**config.mk**
```make
export PLATFORM = sky130hd
export DESIGN_NAME = key_step_flat
export DESIGN_NICKNAME = d
export VERILOG_FILES = /design/src/rtl/key_step_if.sv /design/src/rtl/key_step.sv /design/src/flat_wrapper.sv
export SDC_FILE = /design/constraint.sdc
export NUM_CORES = 1
export LEC_CHECK = 0
export ABC_CLOCK_PERIOD_IN_PS = 2100
export BUFFER_PORTS_ARGS = -buffer_cell sky130_fd_sc_hd__clkbuf_2
export CORE_ASPECT_RATIO = 2
export CORE_UTILIZATION = 50
export CTS_CLUSTER_DIAMETER = 60
export DETAILED_ROUTE_END_ITERATION = 8
export GPL_TIMING_DRIVEN = 0
export PLACE_DENSITY = 0.69
export SLEW_MARGIN = 20
export SYNTH_ARGS = -nofsm -noshare
export SYNTH_HDL_FRONTEND = slang
export SYNTH_SLANG_ARGS = --single-unit
```
**constraint.sdc**
```tcl
create_clock -name Clk -period 2.1 [get_ports Clk]
set_input_delay 0.42 -clock Clk [delete_from_list [all_inputs] [get_ports Clk]]
set_output_delay 0.42 -clock Clk [all_outputs]
set_load 0.03 [all_outputs]
```
**src/rtl/key_step_if.sv**
```systemverilog
// key_step_if: button input, repeat enable and debounced key/step/held outputs
interface key_step_if;
  logic key_in;
  logic rep_en;
  logic key_lvl;
  logic step;
  logic held;
  modport master (output key_in, rep_en, input key_lvl, step, held);
  modport slave (input key_in, rep_en, output key_lvl, step, held);
endinterface

```
**src/rtl/key_step.sv**
```systemverilog
// key_step: push-button debouncer with single-cycle step strobe and hold-to-repeat
module key_step #(
  parameter int DEB_CYCLES = 20000,
  parameter int REP_DELAY  = 25000000,
  parameter int REP_PERIOD = 5000000
) (
  input logic Clk,
  input logic Rst,
  key_step_if.slave bus
);
  localparam int DW   = DEB_CYCLES > 1 ? $clog2(DEB_CYCLES) : 1;
  localparam int RMAX = REP_DELAY > REP_PERIOD ? REP_DELAY : REP_PERIOD;
  localparam int RW   = $clog2(RMAX);
  localparam logic [DW-1:0] DEB_TC = DW'(DEB_CYCLES - 1);
  localparam logic [RW-1:0] DLY_TC = RW'(REP_DELAY - 1);
  localparam logic [RW-1:0] PER_TC = RW'(REP_PERIOD - 1);
  typedef enum logic [1:0] {IDLE, HOLD, DELAY, REPEAT} state_t;
  state_t state;
  logic s1, key_s;
  logic [DW-1:0] dcnt;
  logic [RW-1:0] rcnt;
  // two-flop synchronizer for the asynchronous button
  always_ff @(posedge Clk)
    if (Rst) {key_s, s1} <= 2'b00;
    else {key_s, s1} <= {s1, bus.key_in};
  // level flips only after DEB_CYCLES consecutive disagreeing samples
  always_ff @(posedge Clk)
    if (Rst) begin
      bus.key_lvl <= 1'b0;
      dcnt <= '0;
    end else if (key_s == bus.key_lvl) begin
      dcnt <= '0;
    end else if (dcnt == DEB_TC) begin
      bus.key_lvl <= key_s;
      dcnt <= '0;
    end else begin
      dcnt <= dcnt + DW'(1);
    end
  // press/repeat FSM; release beats rep_en drop beats terminal count
  always_ff @(posedge Clk)
    if (Rst) begin
      state <= IDLE;
      rcnt <= '0;
      bus.step <= 1'b0;
      bus.held <= 1'b0;
    end else begin
      bus.step <= 1'b0;
      case (state)
        IDLE:
          if (bus.key_lvl) begin
            bus.step <= 1'b1;
            bus.held <= 1'b1;
            rcnt <= '0;
            state <= bus.rep_en ? DELAY : HOLD;
          end else bus.held <= 1'b0;
        HOLD:
          if (!bus.key_lvl) begin
            state <= IDLE;
            bus.held <= 1'b0;
          end
        default:
          if (!bus.key_lvl) begin
            state <= IDLE;
            bus.held <= 1'b0;
          end else if (!bus.rep_en) state <= HOLD;
          else if (rcnt == (state == DELAY ? DLY_TC : PER_TC)) begin
            bus.step <= 1'b1;
            rcnt <= '0;
            state <= REPEAT;
          end else rcnt <= rcnt + RW'(1);
      endcase
    end
endmodule

```
**src/flat_wrapper.sv**
```systemverilog
// flat-port wrapper written by rule: the top's interface ports become plain ports
module key_step_flat 
#(
  parameter int DEB_CYCLES = 20000,
  parameter int REP_DELAY  = 25000000,
  parameter int REP_PERIOD = 5000000
)
  (Clk, Rst, bus_key_in, bus_rep_en, bus_key_lvl, bus_step, bus_held);
  key_step_if bus_i ();
  input logic Clk;
  input logic Rst;
  input wire logic [$bits(bus_i.key_in)-1:0] bus_key_in;
  input wire logic [$bits(bus_i.rep_en)-1:0] bus_rep_en;
  output wire logic [$bits(bus_i.key_lvl)-1:0] bus_key_lvl;
  output wire logic [$bits(bus_i.step)-1:0] bus_step;
  output wire logic [$bits(bus_i.held)-1:0] bus_held;
  assign bus_i.key_in = bus_key_in;
  assign bus_i.rep_en = bus_rep_en;
  assign bus_key_lvl = bus_i.key_lvl;
  assign bus_step = bus_i.step;
  assign bus_held = bus_i.held;
  key_step #(.DEB_CYCLES(DEB_CYCLES), .REP_DELAY(REP_DELAY), .REP_PERIOD(REP_PERIOD)) u_core (.Clk(Clk), .Rst(Rst), .bus(bus_i));
endmodule
```
---- Word-level counts from Yosys, hierarchy flattened ----
Cells that the tools add are included.
word-level totals
  output and inout port bits .............. 3
  bits in registers ....................... 47
  logic and storage cells ................. 47
  input port bits ......................... 4
operators by class
  bitwise logic cells ..................... 2
  equality and inequality tests ........... 9
  multiplexer cells ....................... 20
  add/subtract/negate cells ............... 2
  reduce and logical (&&, ||, !) cells .... 6
operators by type and width
  operator                                                                 count
  25-bit two-way mux                                                       5
  25-bit one-hot mux with 2 select lines                                   1
  25-bit by 1-bit adder with 25-bit output, second input constant          1
  25-bit equality test                                                     1
  15-bit by 1-bit adder with 15-bit output, second input constant          1
  15-bit equality test, second input constant                              1
  2-bit two-way mux                                                        6
  1-bit two-way mux                                                        6
  3-bit AND reduction                                                      2
  2-bit inequality test, second input constant                             2
  4-bit inequality test, second input constant                             1
  2-bit one-hot mux with 2 select lines                                    1
  3-bit OR reduction                                                       1
  2-bit by 1-bit equality test with 1-bit output, second input constant    1
  2-bit equality test, second input constant                               1
  2-bit logical NOT                                                        1
  2-bit by 1-bit inequality test with 1-bit output, second input constant  1
  1-bit NOT                                                                2
  1-bit one-hot mux with 2 select lines                                    1
  2-bit AND reduction                                                      1
  2-bit nonzero test                                                       1
  1-bit equality test                                                      1

---- Logic depth before layout (Yosys ltp) ----
  word-level depth ........................ 7
  gate-level depth with buffers ........... 7
  depth with buffers taken out ............ 6

---- Least setup slack after synthesis ----
OpenSTA, ideal clock, no wires.
  kind .................................... reg-to-reg
  start point ............................. register u_core.bus.key_lvl
  end point ............................... register u_core.rcnt[22]
  arrival ................................. 1.769 ns
  setup slack ............................. 0.214 ns
  path buffers ............................ 0
  library setup time ...................... 0.117 ns
  cell stages (with the launch flop) ...... 6
  period minus slack after synthesis ...... 1.886 ns
  cells stage by stage .................... dfxtp_1 > inv_1 > a2111o_1 > nor4b_2 > xnor2_1 > nor2_1
on the way
  word-level cells in the longest chain between the ends .. 1
ends and longest elaborated chain
  what                           RTL line          source
  from (decl)                    key_step_if.sv:9  modport slave (input key_in, rep_en, output key_lvl, step, held);
  from (signal assigned)         key_step.sv:34    bus.key_lvl <= key_s;
  3-bit AND reduction (no line)  --
  to (signal assigned)           key_step.sv:70    end else rcnt <= rcnt + RW'(1);
  to (decl)                      key_step.sv:21    logic [RW-1:0] rcnt;
No other way between the ends.
A chain may end at the register's enable or synchronous reset.

---- Worst setup path in the final report ----
  start point ............................. register u_core.bus.key_lvl
  end point ............................... register u_core.rcnt[23]
Same word-level chain as after synthesis.

==> impl_metrics.tcl <==
set metrics [dict create \
    min_path_type "in2reg" \
    cts_tree "built" \
    port_buffers 5 \
    vias_per_cell 5.80 \
    final_area_sq_um 2540 \
    rows 34 \
    die_h_um 97.0 \
    cts_buffers 5 \
    path_delay_family "compound AO/OA/AOI/OAI gates" \
    min_to "u_core.s1$_SDFF_PP0_" \
    worst_pin_slew_ns 0.575 \
    insertion_delay_ns 0.30 \
    cp_data_arrival_time_ns 2.20 \
    via_count 1933 \
    rsz0062_at_grt "true" \
    setup_viol 0 \
    h-tree-depth 2 \
    postRouteAntennaNets 0 \
    wirelength_mm 4.95 \
    drt_iter0_drc 42 \
    dieArea_sq_um 4810 \
    num_antenna_cells 0 \
    wire_per_inst_um 14.9 \
    startpoint_type "flip-flop" \
    cap_violations 0 \
    synthCells 263 \
    ir_drop_mv 0.441 \
    crit_chain "inv_1 > a21oi_1 > nor2_1 > a21oi_4 > buf_2 > nor2_1" \
    crit_path_max_fanout 10 \
    r2r_cells 6 \
    synth_edf_count 0 \
    timing.rr.start "u_core.bus.key_lvl$_SDFFE_PP0P_" \
    whs_path_depth 2 \
    synth_flop_cell "dfxtp_1" \
    endpoint_kind "flip-flop" \
    drv_slew 0 \
    critPathMostFrequentCell "nor2_1" \
    fin_crit_ns 2.02 \
    slew_headroom_pct 61.6 \
    synth_seq_area_share_pct 41.7 \
    p_per_area_nw_per_um2 585 \
    syn_nets 269 \
    grt_max_degree 16 \
    fp.coreArea_sq_um 4340 \
    cts.sinks 47 \
    syn_area_sq_um 2260 \
    io_pins 7 \
    multi_input_area_sq_um 1320 \
    firstDrtPassIters 4 \
    placed_cell_area_sq_um 2350 \
    hold_violations 0 \
    first_global_vias 1912 \
    max_freq_ghz 0.496 \
    leakagePower_nw 0.843 \
    synth_top_area_cell "dfxtp_1" \
    overflow 0 \
    synthArstFlopShare_pct 0 \
    antenna_found_initial 0 \
    regArea_sq_um 941 \
    cpMaxStageDelayCell "dfxtp_1" \
    area_growth_pct 12.7 \
    start_util_pct 52.0 \
    skew_ns 0.00783 \
    hpwl_mm 3.72 \
    crit_buf_inv 2 \
    netlist_top_cells_area "dfxtp_1, nor2_1, xor2_1" \
    yosysWarnings 0 \
    slowest_delay_ns 0.52 \
    num-fill-cells 402 \
    synth-seq-cells 47 \
    drive_gt1_share_pct 12.2 \
    cts-root-buf "clkbuf_8" \
    gp_congestion 0.951 \
    synth.top_cell.area_share_pct 41.7 \
    status "completed" \
    syn_avg_cell_area_sq_um 8.59 \
    final_cell_mix "nor2_1, dfxtp_1, nand2_1, nand3_1, xor2_1" \
    die_w_um 49.5 \
    drc_errors 0 \
    final_common_cell "nor2_1" \
    post-route-period-util_pct 96.0 \
    reg2reg_to "u_core.rcnt[23]$_SDFFE_PP0P_" \
    grt_pass1_wl_mm 8.31 \
    finalSetupTns_ns 0 \
    cts_max_path_buffers 2 \
    track_usage_pct 22.3 \
    min_from "bus_key_in" \
    crit_type "reg2reg" \
    critPathRequiredTime_ns 2.29 \
    reg2reg_setup_slack_ns 0.08 \
    clk_pin_slew_worst_paths_ns 0.08 \
    nets 284 \
    synth_cell_types 46 \
]
## layout make-up
type | instances | area share (%)
multi-input cells | 200 | 51.8
flip-flops and latches | 47 | 37.0
clock buffers | 6 | 3.24
well taps | 54 | 2.65
repair buffers | 8 | 1.87
inverters | 11 | 1.62
plain buffers | 5 | 1.18
clock inverters | 2 | 0.639
## power breakdown
part	switching, W	internal, W	total [W]
logic	0.0000170	0.00000950	0.0000265
clock network	0.000300	0.000269	0.000568
registers	0.00000125	0.000893	0.000894
total	0.000318	0.00117	0.00149
## worst max-delay path by stage
stage / start / endpoint / slack (ns) / depth (start not counted)
2_1_floorplan: u_core.bus.key_lvl$_SDFFE_PP0P_ / u_core.rcnt[22]$_SDFFE_PP0P_ / 0.21 / 5
3_3_place_gp: u_core.rcnt[5]$_SDFFE_PP0P_ / u_core.rcnt[12]$_SDFFE_PP0P_ / -0.27 / 6
3_5_place_dp: u_core.rcnt[5]$_SDFFE_PP0P_ / u_core.rcnt[13]$_SDFFE_PP0P_ / -0.25 / 6
4_1_cts: u_core.rcnt[14]$_SDFFE_PP0P_ / u_core.rcnt[13]$_SDFFE_PP0P_ / 0.04 / 6
5_1_grt: u_core.bus.key_lvl$_SDFFE_PP0P_ / u_core.rcnt[21]$_SDFFE_PP0P_ / -0.01 / 6
6_report: u_core.bus.key_lvl$_SDFFE_PP0P_ / u_core.rcnt[23]$_SDFFE_PP0P_ / 0.08 / 6
## synthesized netlist by cell type (2+ instances only)
master / number
o21ai_0: 2
buf_2: 2
clkbuf_1: 2
a2111oi_2: 2
nand4b_1: 2
o22ai_1: 2
nor3_1: 8
ha_1: 2
nand2_1: 20
or4b_1: 2
nand3_1: 20
dfxtp_1: 47
xnor2_1: 12
a31oi_1: 5
nand2b_1: 4
inv_1: 11
nor2b_1: 2
nor2_1: 48
a21oi_1: 4
a41oi_1: 2
nand4_1: 11
and3_1: 6
nor4_1: 7
xor2_1: 18
## worst register-to-register path: cells and delay by family, from the launching register on
kind                   cells  cell delay [ns]
AOI/OAI and AO/OA          2             0.66
buffers and inverters      2             0.47
DFF                        1             0.52
and+or+nand+nor            2             0.26
## state kept, by name, summed over array words and instances, names as in the netlist
name	count
u_core.rcnt	25
u_core.bus.step	1
u_core.key_s	1
u_core.state	2
u_core.s1	1
u_core.dcnt	15
u_core.bus.key_lvl	1
u_core.bus.held	1
## per-stage QoR
step	util, %	power, W	setup slack (ns)	std cells	hold slack, ns
floorplan	-	0.000931	0.214	263	0.414
global placement	54.2	0.000938	-0.271	322	0.435
detailed placement	54.2	0.000939	-0.253	322	0.438
CTS	57.1	0.00152	0.0392	331	0.317
global route	58.7	0.00155	-0.0128	333	0.330
finish	58.7	0.00149	0.0846	333	0.328
## metal layers
metal  vias to the layer above  routed length (um)  share of wire (%)  track usage, %
met3                        16                 114                2.3            3.30
met1                       926                1830                 37            20.2
li1                        957                   -                  -               -
met4                         0                 225                4.5            15.4
met2                        34                2780                 56            42.3
met5                         -                   0                  0               0
## logic make-up after synthesis
kind of cell,share of synthesized area [%]
XOR/XNOR,11.6
AO/OA/AOI/OAI,9.64
flip-flops,41.7
buffers and inverters,3.10
multiplexers,0.443
adder cells (fa/ha/maj),1.11
AND/OR/NAND/NOR,32.4
## repair_timing
action / 4_1_cts / 5_1_grt
pin swaps: 1 / 3
hold buffers: 0 / 0
buffers inserted: 1 / 2
endpoints found under the setup margin: 10 / 26
resized for setup: 2 / 10
Power figures use the tool's default switching activity.
